--- config.mk ---
export PLATFORM = sky130hd
export DESIGN_NAME = mul_sequencer
export DESIGN_NICKNAME = d
export VERILOG_FILES = /design/src/rtl/mul_sequencer.sv
export SDC_FILE = /design/constraint.sdc
export NUM_CORES = 1
export LEC_CHECK = 0
export BUFFER_PORTS_ARGS = -buffer_cell sky130_fd_sc_hd__buf_4
export CORE_ASPECT_RATIO = 1.1
export CORE_MARGIN = 10
export CORE_UTILIZATION = 50
export CTS_BUF_LIST = sky130_fd_sc_hd__clkbuf_8 sky130_fd_sc_hd__clkbuf_16
export DETAILED_ROUTE_END_ITERATION = 8
export GPL_ROUTABILITY_DRIVEN = 0
export PLACE_DENSITY = 0.68
export SETUP_SLACK_MARGIN = 0.3
export SKIP_LAST_GASP = 1
export SYNTH_ARGS = -nofsm -noshare
export SYNTH_HDL_FRONTEND = slang
export SYNTH_SLANG_ARGS = --single-unit
--- constraint.sdc ---
create_clock -name clk -period 16.3 [get_ports clk]
set_clock_uncertainty 0.2 [all_clocks]
set_input_delay 1.63 -clock clk [delete_from_list [all_inputs] [get_ports clk]]
set_output_delay 1.63 -clock clk [all_outputs]
set_load 0.005 [all_outputs]
--- src/rtl/mul_sequencer.sv ---
// mul_sequencer: multi-cycle MUL controller for the EX stage; shift-add over operand B chunks.
// Latency: accept cycle + MULT_CYCLES busy cycles stalled, result_valid on the following cycle.
// Backpressure: holds the pipeline via stall while running; result is presented once, unqualified otherwise.
//
// Ports:
//   clk, arst_n           clock and synchronous active-low reset
//   mul_req, kill         request from EX, abort from the hazard unit
//   operand_a/b, rd_in    operands and destination register (sampled only on accept)
//   stall, busy           pipeline freeze and BUSY-state indication
//   result_valid, result, rd_out   one-cycle result strobe with product low word and tag
module mul_sequencer #(
    parameter int DATA_W      = 32,
    parameter int MULT_CYCLES = 4
) (
    input  logic              clk,
    input  logic              arst_n,
    input  logic              mul_req,
    input  logic              kill,
    input  logic [DATA_W-1:0] operand_a,
    input  logic [DATA_W-1:0] operand_b,
    input  logic [4:0]        rd_in,
    output logic              stall,
    output logic              busy,
    output logic              result_valid,
    output logic [DATA_W-1:0] result,
    output logic [4:0]        rd_out
);

    // DATA_W must be a multiple of MULT_CYCLES.
    localparam int CHUNK_W = DATA_W / MULT_CYCLES;
    localparam int CNT_W   = (MULT_CYCLES > 1) ? $clog2(MULT_CYCLES) : 1;

    typedef enum logic [1:0] {
        IDLE = 2'd0,
        BUSY = 2'd1,
        DONE = 2'd2
    } state_t;

    state_t            r_state;
    state_t            w_state_nxt;
    logic [CNT_W-1:0]  r_count;
    logic [DATA_W-1:0] r_a;
    logic [DATA_W-1:0] r_b;
    logic [4:0]        r_rd;
    logic [DATA_W-1:0] r_acc;
    logic [DATA_W-1:0] r_result;
    logic [4:0]        r_rd_out;

    logic              w_accept;
    logic              w_last;
    logic [31:0]       w_base;
    logic [DATA_W-1:0] w_chunk_ext;
    logic [DATA_W-1:0] w_prod;
    logic [DATA_W-1:0] w_acc_nxt;

    assign w_accept = (r_state == IDLE) && mul_req && !kill;
    assign w_last   = (r_count == CNT_W'(MULT_CYCLES - 1));

    // Bit offset of the current multiplier chunk; also the weight of its partial product.
    assign w_base      = 32'(r_count) * 32'(CHUNK_W);
    assign w_chunk_ext = DATA_W'(CHUNK_W'(r_b >> w_base));
    // Only the low DATA_W bits of the product are ever needed, so truncation is intended.
    assign w_prod      = r_a * w_chunk_ext;
    assign w_acc_nxt   = r_acc + (w_prod << w_base);

    assign result = r_result;
    assign rd_out = r_rd_out;

    always_ff @(posedge clk) begin
        if (!arst_n) begin
            r_state <= IDLE;
        end else begin
            r_state <= w_state_nxt;
        end
    end

    always_comb begin
        w_state_nxt  = r_state;
        stall        = 1'b0;
        busy         = 1'b0;
        result_valid = 1'b0;
        case (r_state)
            IDLE: begin
                stall = mul_req && !kill;
                if (w_accept) begin
                    w_state_nxt = BUSY;
                end
            end
            BUSY: begin
                busy  = 1'b1;
                // A kill releases the pipeline in the same cycle so the flush can proceed.
                stall = !kill;
                if (kill) begin
                    w_state_nxt = IDLE;
                end else if (w_last) begin
                    w_state_nxt = DONE;
                end
            end
            DONE: begin
                result_valid = !kill;
                // Never re-accept here: the requesting instruction leaves EX this cycle.
                w_state_nxt  = IDLE;
            end
            default: begin
                w_state_nxt = IDLE;
            end
        endcase
    end

    always_ff @(posedge clk) begin
        if (!arst_n) begin
            r_count  <= '0;
            r_a      <= '0;
            r_b      <= '0;
            r_rd     <= '0;
            r_acc    <= '0;
            r_result <= '0;
            r_rd_out <= '0;
        end else begin
            if (w_accept) begin
                r_a     <= operand_a;
                r_b     <= operand_b;
                r_rd    <= rd_in;
                r_acc   <= '0;
                r_count <= '0;
            end else if (r_state == BUSY && !kill) begin
                r_acc   <= w_acc_nxt;
                r_count <= r_count + CNT_W'(1);
                // Result registers change only when a new product completes, so they
                // hold the last delivered value between operations.
                if (w_last) begin
                    r_result <= w_acc_nxt;
                    r_rd_out <= r_rd;
                end
            end
        end
    end

endmodule

* Word level (Yosys, flattened, before mapping)
Cells that the tools add are included.
Storage, ports and cells: flip-flop bits (word level) 142, logic and storage cells 36
Operators by class: add/subtract/negate cells 2, multiply operators 1, equal/unequal tests 5, shift operators 2, muxes and demuxes 7, bitwise logic cells 2, reduce and logical (&&, ||, !) cells 9
Operator list (count):
- $add 32x32->32 | 1
- $mul 32x8->32 | 1
- $shl 32x5->32 | 1
- $shr 32x5->8 | 1
- $mux 2 | 3
- $eq 2x2->1 const B | 2
- $logic_and 1x1->1 | 4
- $pmux 2 s2 | 1
- $ne 3x3->1 const B | 1
- $reduce_and 3->1 | 1
- $add 2x1->2 const B | 1
- $eq 2x1->1 const B | 1
- $logic_not 2->1 | 1
- $mux 1 | 2
- $ne 2x2->1 const B | 1
- $not 1->1 | 2
- $pmux 1 s2 | 1
- $reduce_and 2->1 | 1
- $reduce_or 2->1 | 1
- $logic_not 1->1 | 1

* Depth between registers and ports, before layout
Gate-level depths: netlist of the first run.
word-level depth 5, gate-level depth with buffers 36, gate-level depth less buffers 33

* Worst setup path before layout of the first run
No wires, ideal clock.
path kind flip-flop to flip-flop, start point register r_count[0], end point register r_result[31], in the netlist result[31], arrival time 7.413 ns, data required time 16.038 ns, setup slack 8.625 ns, cell stages (with the launch flop) 33, path buffers 3, period minus slack after synthesis 7.675 ns, path through dfxtp_1 -> buf_6 -> mux4_2 -> clkbuf_1 -> clkbuf_1 -> and2_1 -> fa_1 -> fa_1 -> fa_1 -> inv_1 -> fa_1 -> inv_1 -> ha_1 -> and3_1 -> and3_1 -> a32oi_1 -> o311ai_1 -> a21o_1 -> a21oi_1 -> xor2_1 -> nor2_1 -> a211oi_1 -> a21oi_1 -> ha_1 -> a21o_1 -> a21o_1 -> a21o_1 -> nor2_1 -> a21oi_1 -> a211oi_1 -> xnor2_1 -> or4b_1 -> nand3_1
Between the ends: cells in the longest elaborated chain, start to end 4, elaborated cells on any way between the ends 6
RTL lines:
- start, declared | RTL line 41 | logic [CNT_W-1:0] r_count;
- start signal, assigned | RTL line 128 | r_count <= r_count + CNT_W'(1);
- $shr 32x5->8 | RTL line 61 | assign w_chunk_ext = DATA_W'(CHUNK_W'(r_b >> w_base));
- $mul 32x8->32 | RTL line 63 | assign w_prod = r_a * w_chunk_ext;
- $shl 32x5->32 | RTL line 64 | assign w_acc_nxt = r_acc + (w_prod << w_base);
- $add 32x32->32 | RTL line 64
- end signal, assigned | RTL line 132 | r_result <= w_acc_nxt;
- end, declared | RTL line 46 | logic [DATA_W-1:0] r_result;
Several ways; a longest one is shown, not always the timed one. A chain may end at the register's enable or synchronous reset.

* Final worst setup path of the first run
Ends and elaborated chain as after synthesis.

==> flow_metrics.tcl, run 1 <==
set metrics [dict create \
    status "completed" \
    ctsHoldBuffers 0 \
    setup_slack_ns 7.424 \
    antenna_found_initial 0 \
    worst_pin_slew_ns 0.9982 \
    cts_setup_buffers 0 \
    drt_first_pass_iters 6 \
    synth_seq_area_share_pct 20.36 \
    coreArea_um2 27710 \
    clk_path_buf_depth 2 \
    synth_edf_count 0 \
    postSynthAreaPerCell_um2 8.277 \
    p_comb_share_pct 14.2 \
    grt_use_total_pct 21.01 \
    synthTopCellsByCount "nand2_1 (343), inv_1 (158), fa_1 (157)" \
    min_path_type "flop to flop" \
    relSlewSlack_pct 33.45 \
    first_iter_violations 773 \
    fillers 2633 \
    critPathLaunch "r_count[0]$_SDFFE_PP0P_" \
    routedWlPerCell_um 16.91 \
    slowest_delay_ns 0.86 \
    viasPerCell 5.423 \
    num_rows 64 \
    swShare_pct 31.49 \
    synth.net_count 1992 \
    wl_um 35890 \
    htreeDepth 4 \
    worstSetupStartpointType "flop" \
    grt_max_degree 116 \
    totalNegativeSetupSlack_ns 0 \
    die_h_um 195.3 \
    endpoint "result[31]$_SDFFE_PN0P_" \
    peakVddDrop_v 0.00005324 \
    ys_async_sr_fraction_pct 0 \
    post_cts_resized 0 \
    synth.most_common_cell "nand2_1" \
    grt-ovfl-total 0 \
    ios 113 \
    grt_setup_unrepaired "no" \
    netlist_area_um2 13960 \
    grt_pass1_wl_um 60120 \
    diodes 0 \
    register_area_um2 2843 \
    io_buffers 112 \
    power.switching_w 0.0002813 \
    p_clk_share_pct 44.7 \
    layout_min_cycle_time_ns 8.876 \
    synth_area_leaders "fa_1 (23%), dfxtp_1 (20%), nand2_1 (9.2%)" \
    clock.fmax_ghz 0.1127 \
    timing.rr.end "result[31]$_SDFFE_PN0P_" \
    ff2ff_path_depth 30 \
    layout.nets 2052 \
    hold_viol_final 0 \
    ff2ff_setup_slack_ns 7.42 \
    hold_depth 2 \
    cp_max_fo 30 \
    antenna_left 0 \
    crit_required_ns 16.48 \
    clk_pin_slew_ns 0.07 \
    numCtsBuffers 17 \
    crit_path_end_kind "flop" \
    slowest_stage "mux4_2" \
    cts_tree "yes" \
    multi_input_area_um2 10220 \
    critPathArrivalTime_ns 9.05 \
    place_ws_ns 7.552 \
    die_w_um 179.3 \
    synth_warnings 0 \
    first_global_vias 11800 \
    dpl.hpwl_um 26920 \
    initial_core_util_pct 50.40 \
    worstSetupPathType "flop to flop" \
    synth_top_area_share_pct 22.51 \
    num_vias 11510 \
    p_per_area_nw_per_um2 57.19 \
    seqPwrFrac_pct 41.1 \
    synth.distinct_cells 62 \
    dieArea_um2 35020 \
    cts.sinks 142 \
    synth_flop_cell "dfxtp_1" \
    r2r_start "r_count[0]$_SDFFE_PP0P_" \
    internal-power_w 0.0006121 \
    clock-root-buffer "clkbuf_16" \
    drive_gt1_share_pct 9.773 \
    drv_slew 0 \
    setup_viol 0 \
    clk_latency_ns 0.44 \
    synthCells 1687 \
    drc 0 \
    yosysTopAreaCell "fa_1" \
    finalCritPeriodShare_pct 54.45 \
    ys_seq_elements 142 \
    areaGrowthSynthToFinish_pct 11.88 \
    cap_violations 0 \
    leakage_nw 7.082 \
]
==> kinds of logic (layout without fill, tap and decap cells) <==
family,count (synthesis),after routing,share of synthesized area [%]
compound gates,326,326,15.31
xor+xnor,56,56,3.710
fa+ha+maj,232,232,29.23
buf+inv,241,314,6.541
flops,142,142,20.36
mux,22,22,2.303
simple gates,668,668,22.54
==> cells in the final DEF, fill, tap and decap left out, types with 4 or more instances in the layout <==
cell type	synthesis	final
ha_1	75	75
fa_1	157	157
and2_1	150	150
inv_8	0	5
clkbuf_16	0	17
o211ai_1	6	6
o211a_1	5	5
clkinv_8	0	4
mux4_2	8	8
a21oi_1	86	86
a21boi_0	96	96
nor2_1	60	60
nor3_1	9	9
mux2i_1	13	13
nand2b_1	8	8
nand3_1	27	27
buf_4	0	122
o21ai_1	9	9
or3_1	7	7
o22ai_1	4	4
inv_1	158	158
o31ai_1	4	4
dfxtp_1	142	142
xnor2_1	39	39
a32oi_1	4	4
nor2b_1	37	36
nand2_1	343	343
and3_1	6	6
a211oi_1	12	12
o21bai_1	10	10
a21o_1	21	21
a31oi_1	4	4
xor2_1	15	15
nand4_1	7	7
o21ai_0	42	42
==> power groups by stage <==
stage                     Combinational (W)  Clock [W]  Sequential [W]
after global placement             0.000124          0        0.000375
final                              0.000127   0.000399        0.000367
after detailed placement           0.000125          0        0.000375
after CTS                          0.000126   0.000408        0.000367
after global routing               0.000140   0.000419        0.000369
after floorplan                   0.0000844          0        0.000369
==> worst min-delay path by stage <==
stage,from,to
CTS,r_acc[21]$_SDFFE_PP0P_,r_acc[21]$_SDFFE_PP0P_
finish,r_acc[0]$_SDFFE_PP0P_,r_acc[0]$_SDFFE_PP0P_
global placement,result[25]$_SDFFE_PN0P_,result[25]$_SDFFE_PN0P_
global route,result[25]$_SDFFE_PN0P_,result[25]$_SDFFE_PN0P_
detailed placement,r_acc[0]$_SDFFE_PP0P_,r_acc[0]$_SDFFE_PP0P_
floorplan,r_acc[25]$_SDFFE_PP0P_,r_acc[25]$_SDFFE_PP0P_
==> critical path, delay by kind of cell (launching register included) <==
family	cells	cell delay, ns
buffers and inverters	3	0.48
adders and majority gates	6	2.61
AOI/OAI and AO/OA	11	2.34
muxes	1	0.86
xor gates and xnor gates	2	0.40
DFF	1	0.43
and+or+nand+nor	7	1.49
==> state kept, by name (all words and copies together) (netlist names) <==
register / flops
r_a: 32
r_acc: 32
r_b: 32
r_count: 2
r_rd: 5
r_state: 2
rd_out: 5
result: 32
==> per-stage QoR <==
step / cells / utilization (%) / hold slack, ns / power (W) / instance area [um2]
floorplan: 1687 / - / 0.2362 / 0.0004530 / 13960
global placement: 2091 / 54.24 / 0.2459 / 0.0004991 / 15030
detailed placement: 2091 / 54.24 / 0.2541 / 0.0004999 / 15030
CTS: 2123 / 56.39 / 0.2642 / 0.0009011 / 15620
global route: 2123 / 56.39 / 0.2826 / 0.0009278 / 15620
finish: 2123 / 56.39 / 0.2625 / 0.0008934 / 15620
==> final cells by class <==
type                    instances  share of cell area, %
flip-flops and latches        142                  18.20
clock inverters                15                  1.073
clock buffers                  17                  2.723
multi-input cells            1304                  65.39
repair buffers                122                  5.863
inverters                     160                  3.844
well taps                     363                  2.907
==> layer usage <==
layer  vias up  GRT usage, %  part of all wire [%]
li1       5589             -                     -
met5         -             0                     0
met2       278         35.59                    49
met3        47         4.188                   5.3
met4         0         5.167                   1.7
met1      5598         26.74                    43
Power figures use the tool's default switching activity.
==> run 2: changes to the inputs <==
ABC_AREA = 1   (was not set)
PLACE_DENSITY = 0.71   (was 0.68)
clock period = 7.25 ns   (was 16.3 ns; I/O delays follow)
==> run 2 against run 1 <==
Compared with the run above: sequential power is 130% higher; synthesized cell count is 16% higher; via count is 22% higher; clock power is 130% higher; critical path depth is 5 higher; critical path type unchanged; highest routed layer unchanged.
==> flow_metrics.tcl, run 2 <==
set metrics [dict create \
    slowest_stage "fa_1" \
    clk_path_buf_depth 2 \
    ff2ff_path_depth 35 \
    cts_tree "yes" \
    totalNegativeSetupSlack_ns 0 \
    ys_seq_elements 142 \
    cp_max_fo 20 \
    crit_path_end_kind "flop" \
    synthTopCellsByCount "nor2_1 (348), inv_1 (309), nand2_1 (279)" \
    ff2ff_setup_slack_ns 0.23 \
    first_iter_violations 1340 \
    min_from "r_acc[0]$_SDFFE_PP0P_" \
    initial_core_util_pct 50.77 \
    dr_wl_met3_um 2942 \
    cap_violations 0 \
    grt_use_total_pct 23.09 \
    areaGrowthSynthToFinish_pct 26.89 \
    synth_top_area_share_pct 22.22 \
    io_buffers 112 \
    register_area_um2 2848 \
    place_ws_ns -0.03160 \
    fillers 2320 \
    htreeDepth 4 \
    viasPerCell 5.596 \
    routedWlPerCell_um 17.88 \
    cp_common_cell "buf_4" \
    power.total_w 0.002686 \
    critPathArrivalTime_ns 7.20 \
    numCtsBuffers 17 \
    drt-met1-wl_um 17980 \
    clk_latency_ns 0.44 \
    finish.utilization_pct 64.42 \
    synth_edf_count 0 \
    ys_async_sr_fraction_pct 0 \
    wl_um 44930 \
    drt_first_pass_iters 6 \
    grt_pass1_wl_um 68210 \
    clk_pin_slew_ns 0.06 \
    first_global_vias 13830 \
    design_area_um2 17950 \
    die_h_um 196.4 \
    grt_setup_unrepaired "yes" \
    synth.net_count 2263 \
    p_per_area_nw_per_um2 149.7 \
    top_layer_used "met4" \
    layout.nets 2441 \
    coreArea_um2 27870 \
    netlist_area_um2 14150 \
    synthCells 1958 \
    hold_depth 2 \
    yosysTopAreaCell "fa_1" \
    synth_warnings 0 \
    synth.most_common_cell "nor2_1" \
    r2r_start "r_count[0]$_SDFFE_PP0P_" \
    num_rows 64 \
    timing.rr.end "result[20]$_SDFFE_PN0P_" \
    min_to "r_acc[0]$_SDFFE_PP0P_" \
    dieArea_um2 35430 \
    die_w_um 180.4 \
    synth.distinct_cells 54 \
    ios 113 \
    grt-ovfl-total 0 \
    antenna_found_initial 0 \
    cts.sinks 142 \
    synth_seq_area_share_pct 20.09 \
    place_area_um2 15760 \
    hold_viol_final 0 \
    relSlewSlack_pct 41.59 \
    status "completed" \
    setup_viol 0 \
    peakVddDrop_v 0.0001834 \
    dr_wl_met2_um 21870 \
    diodes 0 \
    worstSetupStartpointType "flop" \
    worst_pin_slew_ns 0.8761 \
    slowest_delay_ns 0.52 \
    setup_slack_ns 0.2350 \
    drc 0 \
    postSynthAreaPerCell_um2 7.225 \
    antenna_left 0 \
    layout_min_cycle_time_ns 7.015 \
    synth_flop_cell "dfxtp_1" \
    leakage_nw 8.774 \
    dpl.hpwl_um 32370 \
    clock-root-buffer "clkbuf_16" \
    crit_required_ns 7.43 \
    final_cell_mix "nor2_1 (322), inv_1 (294), nand2_1 (242)" \
    num_vias 14060 \
    min_path_type "flop to flop" \
    worstSetupPathType "flop to flop" \
    multi_input_area_um2 10890 \
    grt_max_degree 97 \
    layout_commonest_cell "nor2_1" \
    drive_gt1_share_pct 23.96 \
    synth_area_leaders "fa_1 (22%), dfxtp_1 (20%), nor2_1 (9.2%)" \
    clock.fmax_ghz 0.1426 \
    finalCritPeriodShare_pct 96.76 \
    drv_slew 0 \
]
[run 2: cell types whose count changed in the layout (fill, tap and decap cells not counted), sizes merged, moves of 12 or more]
cell / change
inv: +153
and2: -150
nor2b: -37
o211ai: +21
a21boi: -94
a21oi: +27
nand3: +81
nand2: -57
a31oi: +12
o21ai: +104
nor2: +291
xnor2: -23
buf: +108
[run 2: cell type report]
cell class / instances / share of cell area (%)
repair buffers: 234 / 10.78
multi-input cells: 1416 / 60.68
well taps: 363 / 2.530
clock buffers: 17 / 2.370
flip-flops and latches: 142 / 15.86
inverters: 325 / 6.886
clock inverters: 15 / 0.8922
[run 2: what timing repair did]
action                     4_1_cts  5_1_grt
pin swaps                        7       91
hold endpoints to repair         0        0
setup endpoints to repair       29       37
setup buffers                    9       29
gates resized for setup         32      261
hold buffers                     0        0
cloned                           0        6
[run 2: power by group]
part / leakage [nW] / internal (W) / switching [W]
logic: 7.33 / 0.000384 / 0.000553
registers: 1.16 / 0.000813 / 0.0000305
clock network: 0.284 / 0.000512 / 0.000395
total: 8.77 / 0.00171 / 0.000978
[run 2: worst max-delay path by stage]
stage	from	endpoint	slack, ns	cells after the start
finish	r_count[0]$_SDFFE_PP0P_	result[20]$_SDFFE_PN0P_	0.23	35
global route	r_count[0]$_SDFFE_PP0P_	result[25]$_SDFFE_PN0P_	0.04	32
CTS	r_count[0]$_SDFFE_PP0P_	result[20]$_SDFFE_PN0P_	0.30	35
detailed placement	r_count[0]$_SDFFE_PP0P_	result[31]$_SDFFE_PN0P_	-0.03	37
global placement	r_count[0]$_SDFFE_PP0P_	result[31]$_SDFFE_PN0P_	0.009	37
floorplan	r_count[0]$_SDFFE_PP0P_	r_acc[28]$_SDFFE_PP0P_	0.56	33
[run 2: worst max-delay path, delay by kind of cell, from the launching register on]
kind	cells	cell delay, ns
buf+inv	11	1.24
flops	1	0.41
simple gates	9	1.01
fa+ha+maj	6	2.70
xor+xnor	1	0.17
compound gates	8	1.22
[run 2: routing by layer]
metal | vias up | track usage (%)
li1 | 6565 | -
met1 | 6675 | 28.14
met2 | 650 | 39.95
met3 | 168 | 3.664
met4 | 0 | 9.514
met5 | - | 0
[run 2: logic make-up (layout without fill, tap and decap cells)]
kind of cell,count (synthesis),count (layout),share of synthesized area [%]
AND/OR/NAND/NOR,788,789,23.37
buffers and inverters,401,591,10.98
AO/OA/AOI/OAI,360,360,14.47
XOR/XNOR,33,33,2.096
adder cells (fa/ha/maj),232,232,28.85
multiplexers,2,2,0.1415
flip-flops,142,142,20.09
[run 2: stage by stage]
step	hold WS [ns]	std cells
finish	0.2748	2512
global route	0.3066	2512
CTS	0.2763	2477
detailed placement	0.2666	2436
global placement	0.2583	2436
floorplan	0.2495	1958
==> run 3: changes to the inputs <==
GPL_TIMING_DRIVEN = 0   (was not set)
MAX_ROUTING_LAYER = met4   (was not set)
PLACE_DENSITY = 0.68   (was 0.71)
clock period = 6.9 ns   (was 7.25 ns; I/O delays follow)
==> run 3 against run 2 <==
Compared with the run above: the run now ends with DRC, setup timing left; global-route usage increased by 5.0 points; highest routed layer unchanged; setup slack worse by 0.75 ns; cell area grew 5.6%; largest cell class unchanged.
==> flow_metrics.tcl, run 3 (synthesized netlist as in run 2, its figures left out) <==
set metrics [dict create \
    grt_pass1_wl_um 78400 \
    setup_slack_ns -0.5129 \
    diodes 0 \
    relSlewSlack_pct 43.48 \
    areaGrowthSynthToFinish_pct 33.94 \
    dieArea_um2 35430 \
    min_path_type "input pin to flop" \
    peakVddDrop_v 0.0001680 \
    clock-root-buffer "clkbuf_16" \
    drv_slew 0 \
    cap_violations 0 \
    ff2ff_path_depth 39 \
    numCtsBuffers 17 \
    cp.buffers_inverters 8 \
    cp_common_cell "nand2_2" \
    grt-ovfl-total 0 \
    wl_um 54720 \
    ctsHoldBuffers 0 \
    whs_ns 0.2590 \
    clk_latency_ns 0.46 \
    worst_pin_slew_ns 0.8478 \
    grt_use_total_pct 28.07 \
    ios 113 \
    crit_required_ns 7.06 \
    antenna_found_initial 0 \
    grt_max_degree 17 \
    die_h_um 196.4 \
    coreArea_um2 27870 \
    htreeDepth 4 \
    layout.nets 2512 \
    worstSetupPathType "flop to flop" \
    status "finished with violations" \
    critPathArrivalTime_ns 7.57 \
    first_global_vias 15120 \
    finalCritPeriodShare_pct 107.4 \
    cts_tree "yes" \
    io_buffers 111 \
    hold_depth 3 \
    layout_commonest_cell "nor2_1" \
    num_rows 64 \
    drive_gt1_share_pct 27.07 \
    clock.fmax_ghz 0.1349 \
    dpl.hpwl_um 35960 \
    grt_setup_unrepaired "yes" \
    violations "DRC, setup timing" \
    worstSetupStartpointType "flop" \
    cp_max_fo 8 \
    num_vias 15330 \
    crit_family "adder cells" \
    slowest_delay_ns 0.49 \
    setup_viol 38 \
    crit_path_end_kind "flop" \
    fin_cells 2583 \
    slowest_stage "fa_1" \
    clk_path_buf_depth 2 \
    routedWlPerCell_um 21.18 \
    die_w_um 180.4 \
    leakage_nw 9.135 \
    initial_core_util_pct 50.77 \
    viasPerCell 5.935 \
    final_cell_mix "nor2_1 (318), inv_1 (291), nand2_1 (225)" \
    antenna_left 0 \
    clk_pin_slew_ns 0.07 \
    hold_viol_final 0 \
    drt_first_pass_iters 8 \
    first_iter_violations 1598 \
    design_area_um2 18950 \
    place_area_um2 15440 \
    fillers 2187 \
    cts.sinks 142 \
    power.total_w 0.003067 \
    crit_cells 39 \
    placedCellCount 2432 \
    drc 1 \
    p_per_area_nw_per_um2 161.9 \
    layout_min_cycle_time_ns 7.413 \
]
[run 3: cell types whose count changed in the layout (fill, tap and decap cells not counted), moves of 6 or more]
| cell | change |
|---|---|
| clkbuf_1 | +46 |
| nand2_1 | -17 |
| buf_6 | +15 |
| a21oi_4 | +12 |
| nand3_1 | -12 |
| nand2_2 | +10 |
| o21ai_2 | +10 |
| o21ai_1 | -8 |
| a21oi_2 | -7 |
| nand3_4 | +7 |
| a31oi_1 | -6 |
| buf_2 | +6 |
| o21ai_0 | -6 |
[run 3: routing by layer]
metal	global-route usage, %	up-vias	routed length, um
met3	4.177	377	4379
met4	18.48	0	4659
li1	-	6708	-
met5	-	-	0
met1	31.18	7273	19690
met2	46.55	971	25990
[run 3: cell type report]
cell class	instances	area, um2	area share [%]
clock inverters	14	197.7	1.043
inverters	325	1240	6.543
multi-input cells	1415	11480	60.56
plain buffers	76	483.0	2.549
repair inverters	1	6.256	0.03301
repair buffers	229	1805	9.528
clock buffers	18	439.2	2.318
flip-flops and latches	142	2848	15.03
well taps	363	454.2	2.397
[run 3: timing repair]
item,4_1_cts,5_1_grt
pin swaps,97,97
buffers inserted,81,35
resized for setup,302,154
endpoints found under the setup margin,46,42
cloned,3,0
[run 3: worst reg2reg max path: cells and delay by family, from the launching register on]
family                   cells  cell delay, ns
adder cells (fa/ha/maj)      6            2.46
buffers and inverters        8            0.86
flip-flops                   1            0.35
AND/OR/NAND/NOR             18            2.03
AO/OA/AOI/OAI                7            1.43
[run 3: report_power, final]
group / switching, W / internal, W / total, W / leakage (nW)
Clock: 0.000454 / 0.000595 / 0.00105 / 0.315
Sequential: 0.0000312 / 0.000853 / 0.000885 / 1.16
Combinational: 0.000688 / 0.000446 / 0.00113 / 7.66
[run 3: final timing paths]
check | startpoint | to | slack, ns
max | r_count[0]$_SDFFE_PP0P_ | result[31]$_SDFFE_PN0P_ | -0.51
min | operand_b[28] | r_b[28]$_SDFFE_PN0P_ | 0.26
max reg2reg | r_count[0]$_SDFFE_PP0P_ | result[31]$_SDFFE_PN0P_ | -0.51
min reg2reg | r_acc[0]$_SDFFE_PP0P_ | r_acc[0]$_SDFFE_PP0P_ | 0.28
[run 3: stage by stage]
| step | setup TNS, ns | setup WS [ns] | util, % |
|---|---|---|---|
| after floorplan | 0 | 0.3085 | - |
| after global placement | -39.12 | -1.503 | 55.39 |
| after detailed placement | -41.86 | -1.564 | 55.39 |
| after CTS | -0.2957 | -0.08434 | 64.58 |
| after global routing | -16.93 | -0.6831 | 68.00 |
| final | -10.46 | -0.5129 | 68.00 |
